File: src/rtl/seq_table_ctrl.sv
// Double-buffered sequencer table loader: packs 32-bit table words into 128-bit
// frames in the write bank, then swaps banks once the sequencer is idle.
module seq_table_ctrl #(
  parameter int AW = 10
) (
  input  logic          clk_i,
  input  logic          reset_i,
  input  logic          TABLE_START,
  input  logic [31:0]   TABLE_DATA,
  input  logic          TABLE_WSTB,
  input  logic [15:0]   TABLE_LENGTH,
  input  logic          TABLE_LENGTH_WSTB,
  input  logic          seq_active_i,
  output logic          mem_wr_o,
  output logic [AW:0]   mem_addr_o,
  output logic [127:0]  mem_data_o,
  output logic          rd_bank_o,
  output logic [AW:0]   table_frames_o,
  output logic          table_ready_o,
  output logic          swap_o,
  output logic          load_err_o,
  output logic          busy_o
);

  typedef enum logic [1:0] {IDLE, LOADING, PENDING} state_t;

  typedef struct packed {
    logic          wr;
    logic [AW:0]   addr;
    logic [127:0]  data;
  } frame_wr_t;

  state_t          state_q, state_d;
  logic [1:0]      idx_q, idx_d;
  logic [3:0][31:0] words_q, words_d;
  logic [AW:0]     fcnt_q, fcnt_d;
  frame_wr_t       fw_q, fw_d;
  logic            rd_bank_q, rd_bank_d;
  logic [AW:0]     frames_q, frames_d;
  logic            ready_q, ready_d;
  logic            swap_q, swap_d;
  logic            err_q, err_d;

  // Index/count after any coincident word, so the length check sees it.
  logic [1:0]      idx_n;
  logic [AW:0]     fcnt_n;
  logic            ovf;
  logic [31:0]     len4, len_in;

  always_ff @(posedge clk_i) begin
    if (reset_i) begin
      state_q   <= IDLE;
      idx_q     <= '0;
      words_q   <= '0;
      fcnt_q    <= '0;
      fw_q      <= '0;
      rd_bank_q <= 1'b0;
      frames_q  <= '0;
      ready_q   <= 1'b0;
      swap_q    <= 1'b0;
      err_q     <= 1'b0;
    end else begin
      state_q   <= state_d;
      idx_q     <= idx_d;
      words_q   <= words_d;
      fcnt_q    <= fcnt_d;
      fw_q      <= fw_d;
      rd_bank_q <= rd_bank_d;
      frames_q  <= frames_d;
      ready_q   <= ready_d;
      swap_q    <= swap_d;
      err_q     <= err_d;
    end
  end

  always_comb begin
    state_d   = state_q;
    idx_d     = idx_q;
    words_d   = words_q;
    fcnt_d    = fcnt_q;
    fw_d      = fw_q;
    fw_d.wr   = 1'b0;
    rd_bank_d = rd_bank_q;
    frames_d  = frames_q;
    ready_d   = ready_q;
    swap_d    = 1'b0;
    err_d     = err_q;
    idx_n     = idx_q;
    fcnt_n    = fcnt_q;
    ovf       = 1'b0;
    len4      = '0;
    len_in    = 32'(TABLE_LENGTH);

    if (TABLE_START) begin
      idx_d   = '0;
      fcnt_d  = '0;
      err_d   = 1'b0;
      state_d = LOADING;
    end else begin
      case (state_q)
        LOADING: begin
          if (TABLE_WSTB) begin
            words_d[idx_q] = TABLE_DATA;
            idx_n = idx_q + 2'd1;
            if (idx_q == 2'd3) begin
              // fcnt MSB set means the bank is already full
              if (fcnt_q[AW]) begin
                ovf = 1'b1;
              end else begin
                fw_d.wr   = 1'b1;
                fw_d.addr = {~rd_bank_q, fcnt_q[AW-1:0]};
                fw_d.data = {TABLE_DATA, words_q[2], words_q[1], words_q[0]};
                fcnt_n    = fcnt_q + (AW+1)'(1);
              end
            end
          end
          idx_d  = idx_n;
          fcnt_d = fcnt_n;
          len4   = 32'({fcnt_n, 2'b00});
          if (ovf) begin
            err_d   = 1'b1;
            state_d = IDLE;
          end else if (TABLE_LENGTH_WSTB) begin
            if (idx_n == 2'd0 && fcnt_n != '0 && len_in == len4) begin
              state_d = PENDING;
            end else begin
              err_d   = 1'b1;
              state_d = IDLE;
            end
          end
        end
        PENDING: begin
          if (TABLE_WSTB || TABLE_LENGTH_WSTB) err_d = 1'b1;
          if (!seq_active_i) begin
            rd_bank_d = ~rd_bank_q;
            frames_d  = fcnt_q;
            ready_d   = 1'b1;
            swap_d    = 1'b1;
            state_d   = IDLE;
          end
        end
        default: begin
          if (TABLE_WSTB || TABLE_LENGTH_WSTB) err_d = 1'b1;
        end
      endcase
    end
  end

  assign mem_wr_o       = fw_q.wr;
  assign mem_addr_o     = fw_q.addr;
  assign mem_data_o     = fw_q.data;
  assign rd_bank_o      = rd_bank_q;
  assign table_frames_o = frames_q;
  assign table_ready_o  = ready_q;
  assign swap_o         = swap_q;
  assign load_err_o     = err_q;
  assign busy_o         = (state_q != IDLE);

endmodule

File: config.mk
export PLATFORM = sky130hd
export DESIGN_NAME = seq_table_ctrl
export DESIGN_NICKNAME = d
export VERILOG_FILES = /design/src/rtl/seq_table_ctrl.sv
export SDC_FILE = /design/constraint.sdc
export NUM_CORES = 1
export LEC_CHECK = 0
export CAP_MARGIN = 5
export CORE_MARGIN = 3
export CORE_UTILIZATION = 48
export CTS_BUF_LIST = sky130_fd_sc_hd__clkbuf_4
export DETAILED_ROUTE_END_ITERATION = 8
export PLACE_DENSITY = 0.9
export SYNTH_ARGS = -nofsm -noshare
export SYNTH_HDL_FRONTEND = slang
export SYNTH_SLANG_ARGS = --single-unit
export TNS_END_PERCENT = 10
File: constraint.sdc
create_clock -name clk_i -period 2.4 [get_ports clk_i]
set_clock_uncertainty 0.05 [all_clocks]
set_input_delay 0.72 -clock clk_i [delete_from_list [all_inputs] [get_ports clk_i]]
set_output_delay 0.72 -clock clk_i [all_outputs]
set_load 0.005 [all_outputs]
==> run metrics, run 1 <==
outcome completed; dominant cells by area after synthesis dfxtp_1 53%, nand2_1 19%, a21oi_1 13%, clkbuf_1 2.2%, buf_2 1.6%; Synth Cell Area 0.00998 mm^2; nets@finish 1605; CP endpoint kind output port; sw power 1.98 mW; startpoint types flip-flop; CTS tree yes; Final Worst Setup Slack 0.0711 ns; EDFF count, synth 0; cell chain of the critical path clkdlybuf4s50_1; Post-synth top cells 510 x nand2_1, 266 x dfxtp_1, 261 x a21oi_1, 59 x clkbuf_1, 31 x buf_2; mux share of post-synthesis cell area 0; grt met1 use 0.319; syn nets 1339; worst path bufs/invs 1; Area growth, synth to finish 37.8%; leakage 4.88 nW; synth warn 0; post-layout util 0.678; max cap viols 0; max_slew headroom 0.580; min-delay worst type in2reg; WP data required 1.63 ns; cells after synthesis 1280; DR pass1 iterations 5; Synth Flop Type dfxtp_1; Critical-path top delay cell clkdlybuf4s50_1; Syn Area/Cell 7.80 um^2; IO buf count 209; final instance area 0.0138 mm^2; CTS H-tree depth 3; CORE AREA 0.0203 mm^2; simple-gate share of the synthesized area 0.242; Final Cycle Share 0.970; Post-Synth Adder-Cell Area 0.00627; CTS root buf clkbuf_4; PnR Total Power 8.43 mW; Least-Margin Pin Slew 0.630 ns; Compound-Gate Fraction of Synth Area 0.148; post-placement setup slack -0.634 ns; fillers 1622; largest net degree at the start of global routing 89; grt met3 use 0.0734; Clk pwr share 0.433; Die Ht 150 um; Placed Area 0.0128 mm^2; layout cell share with drive strength beyond 1 0.140; antenna violations before repair 1; Die ar. 0.0226 mm^2; count of final setup violators 0; main combinational cell family by area after synthesis simple AND/OR/NAND/NOR gates; Global Route Usage Sum 0.259; final slew viol count 0; Synth async-reset ratio 0; Peak VDD IR 0.382 mV; Max Clock Freq 429 MHz; pwr dens 613 mW/mm^2; GR peak layer met2; I/O pins 210; Final ANT Viol Nets 0; Final Hold Viols 0; routed wire length per instance 16.3 um; CP peak stage delay 0.59 ns; FP Rows 52; top-count cell post-synth nand2_1; post-synthesis sequential area ratio 0.534; post-synthesis register bit count 266; Max FO, Critical Path 2; power share of the combinational group 0.041; routed wire length 30300 um; DRC violations left 0; Cell variety after synth 47; RSZ-0062 raised after global routing true; first-pass GRT wire length 47200 um; total number of clock tree sinks 266; Setup CP Type reg2out; total grt overflow 0; Sw Ratio 0.234; Final GP Congestion 0.919; Setup Buffers After CTS 0; number of global-route vias before repair 9570; dpl hpwl 20400 um; Seq pwr share 0.527; initial core utilization 0.492; cell taking the most area after synthesis dfxtp_1; Inserted Clock Buffers 68; final setup TNS 0 ns; met2 Resource Use GR 0.439; drt via density 5.30; Iteration-0 DRC Markers 654; Worst R2R Setup Slack 0.16 ns; clk_lat worst skew 0.66 ns; chip width 150 um; CP Data Arrival Time 1.56 ns; Pint 6.46 mW; Reg clk slew, reported paths 0.06 ns; min Tclk post-route 2.33 ns; worst-case clock buffer depth 3; post-synth top area share 0.534; routed vias 9832; Post-Synth XOR/XNOR Area 0.0211; Largest delay share family, worst path buffers and inverters
## metrics by stage
stage | instances | hold slack, ns
global route | 1855 | 0.318
CTS | 1854 | 0.297
detailed placement | 1746 | 0.391
global placement | 1746 | 0.387
floorplan | 1280 | 0.382
finish | 1855 | 0.353
## layer usage
layer  share of wire  wire length [um]
met4           0.020               600
met3           0.083              2520
met5               0                 0
met2            0.48             14600
met1            0.41             12500
## placed cells by master, fill, tap and decap left out, drive strengths merged, types with 5 or more instances in the layout
cell	count
xnor2	14
dfxtp	266
a21oi	261
clkdlybuf4s50	200
xor2	10
buf	86
ha	5
o21ai	11
clkbuf	93
nor3	6
inv	11
nand4	6
nor2	29
clkinv	12
nor4	7
nand2	510
nand3	12
dlymetal6s2s	6
## power groups by stage
stage	sequential, mW	combinational (mW)	clock (mW)
6_report	4.44	0.343	3.65
5_1_grt	4.44	0.365	3.97
4_1_cts	4.44	0.333	3.74
3_3_place_gp	4.54	0.331	0
2_1_floorplan	4.54	0.130	0
3_5_place_dp	4.54	0.331	0
## layout make-up
class	count	area, um^2	share of cell area
Clock buffer	92	691	0.0502
Clock inverter	16	103	0.00746
Tap cell	270	338	0.0246
Timing Repair Buffer	295	2960	0.215
Multi-Input combinational cell	906	4300	0.312
Inverter	9	33.8	0.00246
Sequential cell	266	5330	0.388
Antenna cell	1	2.50	0.000182
## registers in the layout (all words and copies together) (netlist names), 2 cells and up
name and flops:
words_q 96, mem_data_o 128, state_q 2, idx_q 2, mem_addr_o 11, fcnt_q 11
table_frames_o 11
## path summary, 6_finish.rpt
path	start	to	cells past startpoint
hold / removal	reset_i	mem_data_o[77]$_SDFFE_PP0P_	2
setup / recovery	mem_data_o[61]$_SDFFE_PP0P_	mem_data_o[61]	1
hold reg to reg	words_q[53]$_SDFFE_PP0P_	mem_data_o[53]$_SDFFE_PP0P_	2
setup reg to reg	idx_q[0]$_SDFFE_PP0P_	load_err_o$_SDFFE_PP0P_	10
## cell families after synthesis
group,count (synthesis)
and+or+nand+nor,591
xor gates and xnor gates,24
buffers and inverters,108
adders and majority gates,5
DFF,266
AOI/OAI and AO/OA,286
## repair_timing
item / CTS / global route
pin swaps: 0 / 3
hold buffers: 0 / 0
gates cloned: 0 / 0
resized for setup: 4 / 28
setup endpoints to repair: 4 / 9
Power figures use the tool's default switching activity.
==> inputs of run 2 (changes only) <==
- GPL_TIMING_DRIVEN: not set -> 0
- MAX_ROUTING_LAYER: not set -> met4
- PLACE_DENSITY: 0.9 -> 0.8
==> run 2 against run 1 <==
Against the previous run: the run now ends with setup timing left; via count down 0.77%; worst setup slack worse by 0.082 ns; worst hold slack better by 0.035 ns; first-iteration DRC count down 21%; global-route usage up 1.7 points; largest cell class unchanged; largest power group unchanged.
==> run metrics, run 2 (synthesized netlist as in run 1, its figures left out) <==
Sw Ratio 0.229 (-0.00566); initial core utilization 0.492 (unchanged); CTS tree yes; Hold Buf Count CTS 0 (unchanged); CORE AREA 0.0203 mm^2 (unchanged); total number of clock tree sinks 266 (unchanged); Iteration-0 DRC Markers 518 (-21%); RSZ-0062 raised after global routing true; fillers 1774 (+9.4%); IO buf count 208 (-0.48%); clk_lat worst skew 0.67 ns (about the same); Max Clock Freq 415 MHz (-3.4%); routed wire length 30800 um (+1.7%); sink of the worst hold path mem_data_o[0]$_SDFFE_PP0P_; startpoint types primary input; CTS root buf clkbuf_4; min Tclk post-route 2.41 ns (+0.0815 ns); pwr dens 639 mW/mm^2 (+4.2%); cell chain of the critical path clkdlybuf4s50_1, buf_4, nand3b_4, nor4_4, xnor2_1, o21ai_0, nor4_1, nand4_1, o311a_1; Setup CP Type in2reg; n_diodes 0 (-1); Top Metal Used met4; min-delay worst type reg2reg; commonest non-fill, non-tap cell in the layout nand2_1; sw power 1.95 mW (-1.3%); failing checks setup timing; Hold Crit Depth 2 (unchanged); max cap viols 0 (unchanged); met1 wire length 12900 um (+2.9%); WP data required 2.88 ns (+1.25 ns); met2 WL post-DR 14500 um (-0.94%); final slew viol count 0 (unchanged); Final Hold Viols 0 (unchanged); CTS H-tree depth 3 (unchanged); Final ANT Viol Nets 0 (unchanged); Max FO, Critical Path 10 (+8); layout cell share with drive strength beyond 1 0.112 (-0.0284); Routed met3 length 2690 um (+6.5%); worst-case clock buffer depth 3 (unchanged); first-pass GRT wire length 48000 um (+1.6%); leakage 4.70 nW (-3.7%); Critical-path top delay cell clkdlybuf4s50_1; dpl hpwl 22200 um (+8.5%); Area growth, synth to finish 33.8%; CP endpoint kind flip-flop; Reg clk slew, reported paths 0.07 ns (about the same); Final GP Congestion 0.911 (-0.86%); FF-to-FF End load_err_o$_SDFFE_PP0P_; Worst R2R Setup Slack 0.04 ns (-0.12 ns); FP Rows 52 (unchanged); outcome complete, but fails checks; total grt overflow 0 (unchanged); DR pass1 iterations 5 (unchanged); worst path bufs/invs 2 (+1); largest net degree at the start of global routing 11 (-88%); reg2reg path depth 9 (-1); Least-Margin Pin Slew 0.779 ns (+0.149 ns); Inserted Clock Buffers 69 (+1.5%); count of final setup violators 1 (+1); Placed Area 0.0124 mm^2 (-3.3%); power share of the combinational group 0.038 (-0.003); nets@finish 1618 (+0.81%); drt via density 5.24 (-1.2%); Die ar. 0.0226 mm^2 (unchanged); max_slew headroom 0.481 (-0.0993); antenna violations before repair 0 (-1); Peak VDD IR 0.427 mV (+12%); chip width 150 um (unchanged); CP Data Arrival Time 2.89 ns (+1.33 ns); final instance area 0.0133 mm^2 (-2.9%); multi-input logic area 0.00425 mm^2 (-1.1%); routed wire length per instance 16.5 um (+1.3%); DRC violations left 0 (unchanged); commonest cells after routing, fill and taps aside 508 x nand2_1, 262 x dfxtp_1, 261 x a21oi_1; final setup TNS -0.0104 ns (-0.0104 ns); R2R Path Start idx_q[0]$_SDFFE_PP0P_; Final Cycle Share 1.00 (+0.0340); Seq pwr share 0.521 (-0.006); number of global-route vias before repair 9390 (-1.9%); Largest delay share family, worst path simple AND/OR/NAND/NOR gates; Reg area 0.00533 mm^2 (unchanged); routed vias 9756 (-0.77%); I/O pins 210 (unchanged); Global Route Usage Sum 0.276 (+0.0166); Final Worst Setup Slack -0.0104 ns (-0.0815 ns); max FFs per register 128 (unchanged); Pint 6.58 mW (+1.8%); Hold Startpoint words_q[0]$_SDFFE_PP0P_; Clk pwr share 0.441 (+0.008); Die Ht 150 um (unchanged); CP peak stage delay 0.47 ns (-0.12 ns)
[run 2: changes by cell type in the layout (fill, tap and decap cells not counted), sizes merged]
cell / change
buf: -52
bufinv: +1
clkbuf: +67
clkdlybuf4s50: +2
clkinv: -7
diode: -1
dlygate4sd2: -1
dlymetal6s2s: -1
[run 2: area by class of cell]
class / count / share of cell area
Timing Repair Buffer: 208 / 0.157
Sequential cell: 266 / 0.399
Clock buffer: 95 / 0.0534
Clock inverter: 10 / 0.00750
Buffer: 99 / 0.0366
Inverter: 9 / 0.00253
Tap cell: 270 / 0.0253
Multi-Input combinational cell: 906 / 0.318
[run 2: worst min-delay path: cells and delay by family (launching register included)]
kind / cells / cell delay [ns]
AOI/OAI and AO/OA: 1 / 0.05
DFF: 1 / 0.31
and+or+nand+nor: 1 / 0.05
[run 2: power by group through the flow]
stage,Clock [mW],Sequential (mW),Combinational [mW]
final,3.76,4.44,0.327
after global routing,4.05,4.44,0.350
after CTS,3.82,4.44,0.323
after detailed placement,0,4.54,0.322
after global placement,0,4.54,0.318
after floorplan,0,4.54,0.130
[run 2: worst max-delay path by stage]
| stage | slack, ns | cells past startpoint | to | from |
|---|---|---|---|---|
| after floorplan | 0.02 | 6 | load_err_o$_SDFFE_PP0P_ | TABLE_LENGTH[0] |
| after global placement | -0.94 | 9 | load_err_o$_SDFFE_PP0P_ | TABLE_WSTB |
| after detailed placement | -0.90 | 9 | load_err_o$_SDFFE_PP0P_ | TABLE_WSTB |
| after CTS | 0.002 | 1 | mem_data_o[32] | mem_data_o[32]$_SDFFE_PP0P_ |
| after global routing | -0.09 | 9 | load_err_o$_SDFFE_PP0P_ | TABLE_WSTB |
| final | -0.01 | 9 | load_err_o$_SDFFE_PP0P_ | TABLE_WSTB |
[run 2: metrics by stage]
| step | setup WS (ns) | utilization | cells | hold slack [ns] | power [mW] |
|---|---|---|---|---|---|
| after floorplan | 0.0155 | - | 1280 | 0.382 | 4.67 |
| after global placement | -0.938 | 0.611 | 1758 | 0.389 | 4.86 |
| after detailed placement | -0.904 | 0.611 | 1758 | 0.394 | 4.86 |
| after CTS | 0.00170 | 0.654 | 1863 | 0.387 | 8.59 |
| after global routing | -0.0940 | 0.658 | 1863 | 0.397 | 8.84 |
| final | -0.0104 | 0.658 | 1863 | 0.388 | 8.53 |
[run 2: layer usage]
layer,up-vias,GRT usage
met5,-,-
met4,0,0.0892
met3,66,0.0695
met2,375,0.443
met1,4567,0.344
li1,4748,-
[run 2: repair_timing]
item	CTS	global route
gates resized for setup	21	25
pin swaps	0	2
endpoints found under the setup margin	121	146
buffers inserted	0	0
==> inputs of run 3 (changes only) <==
- CORE_ASPECT_RATIO: not set -> 1.25
- CORE_UTILIZATION: 48 -> 31
- CTS_CLUSTER_SIZE: not set -> 20
- PLACE_DENSITY: 0.8 -> 0.56
==> run 3 against run 2 <==
Against the previous run: the flow now finishes without violations; sequential share of layout area is 0.78 points lower; largest cell class unchanged; worst setup slack improved by 0.035 ns; non-clock buffer count is 4 higher; die area grew 52%.
==> run metrics, run 3 (synthesized netlist as in run 1, its figures left out) <==
largest net degree at the start of global routing 12 (+1); max cap viols 0 (unchanged); Pint 6.69 mW (+1.8%); cell chain of the critical path clkdlybuf4s50_1, buf_6, nand3_4, o41ai_4, xnor2_1, o21ai_1, nor4_1, nand4_1, o311a_1; initial core utilization 0.318 (-0.173); CTS H-tree depth 3 (unchanged); total grt overflow 0 (unchanged); routed vias 9455 (-3.1%); first-pass GRT wire length 50700 um (+5.5%); clk_lat worst skew 0.70 ns (+0.03 ns); Sw Ratio 0.238 (+0.00945); Final Worst Setup Slack 0.0246 ns (+0.0351 ns); CP Data Arrival Time 2.88 ns (about the same); CORE AREA 0.0314 mm^2 (+54%); layout cell share with drive strength beyond 1 0.125 (+0.0131); dpl hpwl 24200 um (+8.9%); Critical-path top delay cell clkdlybuf4s50_1; outcome completed; Clk pwr share 0.457 (+0.016); PnR Total Power 8.79 mW (+3.0%); number of global-route vias before repair 9261 (-1.4%); post-placement setup slack -0.883 ns (+0.0207 ns); leakage 5.01 nW (+6.6%); Reg clk slew, reported paths 0.07 ns (about the same); min Tclk post-route 2.38 ns (-0.0351 ns); Final GP Congestion 0.889 (-2.4%); DRC violations left 0 (unchanged); FP Rows 72 (+38%); Largest delay share family, worst path compound AO/OA/AOI/OAI gates; Hold Startpoint words_q[78]$_SDFFE_PP0P_; drt via density 4.68 (-11%); Worst R2R Setup Slack 0.09 ns (+0.05 ns); RSZ-0062 raised after global routing true; I/O pins 210 (unchanged); CP peak stage delay 0.52 ns (+0.05 ns); IO buf count 208 (unchanged); count of final setup violators 0 (-1); final setup TNS 0 ns (+0.0104 ns); Max FO, Critical Path 5 (-5); CTS root buf clkbuf_4; DR pass1 iterations 5 (unchanged); Least-Margin Pin Slew 0.970 ns (+0.191 ns); commonest non-fill, non-tap cell in the layout nand2_1; worst path bufs/invs 2 (unchanged); Placed Area 0.0126 mm^2 (+1.4%); Max Clock Freq 421 MHz (+1.5%); WP data required 2.90 ns (+0.02 ns); antenna violations before repair 2 (+2); chip width 166 um (+11%); startpoint types primary input; Area growth, synth to finish 36.9%; pwr dens 643 mW/mm^2 (+0.67%); R2R Path Start idx_q[0]$_SDFFE_PP0P_; final slew viol count 0 (unchanged); sw power 2.09 mW (+7.3%); routed wire length per instance 16.2 um (-1.8%); Final Cycle Share 0.990 (-0.0146); Setup CP Type in2reg; Peak VDD IR 0.338 mV (-21%); Inserted Clock Buffers 71 (+2.9%); total number of clock tree sinks 266 (unchanged); power share of the combinational group 0.038 (about the same); post-layout util 0.436 (-0.222); worst-case clock buffer depth 3 (unchanged); Die Ht 207 um (+38%); CP endpoint kind flip-flop; max_slew headroom 0.353 (-0.127); Die ar. 0.0344 mm^2 (+52%); Iteration-0 DRC Markers 451 (-13%); Final Hold Viols 0 (unchanged); Final ANT Viol Nets 0 (unchanged); Seq pwr share 0.505 (-0.016); commonest cells after routing, fill and taps aside 508 x nand2_1, 261 x a21oi_1, 251 x dfxtp_1; CTS tree yes; nets@finish 1624 (+0.37%); max FFs per register 128 (unchanged); Global Route Usage Sum 0.191 (-0.0849); final instance area 0.0137 mm^2 (+2.3%); CP startpoint TABLE_WSTB; fillers 3262 (+84%); min-delay worst type reg2reg; routed wire length 32800 um (+6.5%)
run 3: what timing repair did:
action,in CTS,in global routing
setup endpoints to repair,164,131
resized for setup,66,39
hold buffers,0,0
pin swaps,0,6
setup buffers,0,5
run 3: power groups by stage:
stage               clock [mW]  combinational (mW)  sequential (mW)
floorplan                    0               0.130             4.54
global placement             0               0.330             4.54
detailed placement           0               0.330             4.54
CTS                       4.14               0.333             4.44
global route              4.38               0.360             4.44
finish                    4.01               0.333             4.44
run 3: through the flow:
stage | hold WS [ns] | std cells
after floorplan | 0.382 | 1280
after global placement | 0.387 | 1895
after detailed placement | 0.395 | 1895
after CTS | 0.371 | 2013
after global routing | 0.386 | 2019
final | 0.364 | 2019
run 3: metal layers:
metal | share of wire | up-vias | wire length (um) | track usage
met4 | 0.021 | 0 | 675 | 0.0731
met2 | 0.49 | 281 | 16100 | 0.325
met1 | 0.42 | 4370 | 13700 | 0.216
met5 | 0 | - | 0 | -
li1 | - | 4761 | - | -
met3 | 0.070 | 43 | 2310 | 0.0533
run 3: worst paths after layout:
| path | end | cells after the start |
|---|---|---|
| worst min register to register | mem_data_o[78]$_SDFFE_PP0P_ | 2 |
| worst max register to register | load_err_o$_SDFFE_PP0P_ | 9 |
| worst max-delay path | load_err_o$_SDFFE_PP0P_ | 9 |
| worst min-delay path | mem_data_o[78]$_SDFFE_PP0P_ | 2 |
run 3: area by class of cell:
class	count	area, um^2	share of cell area
Antenna cell	2	5.00	0.000366
Buffer	98	495	0.0363
Clock buffer	100	751	0.0549
Clock inverter	18	140	0.0103
Inverter	9	33.8	0.00247
Multi-Input combinational cell	906	4280	0.313
Sequential cell	266	5350	0.392
Tap cell	407	509	0.0373
Timing Repair Buffer	213	2100	0.154
run 3: worst register-to-register path, cell delays in order (launching register included):
cell and delay [ns]:
dfxtp_4 0.37, ha_1 0.17, buf_6 0.15, nand3_4 0.09, o41ai_4 0.36, xnor2_1 0.15, o21ai_1 0.10, nor4_1 0.28
nand4_1 0.18, o311a_1 0.32
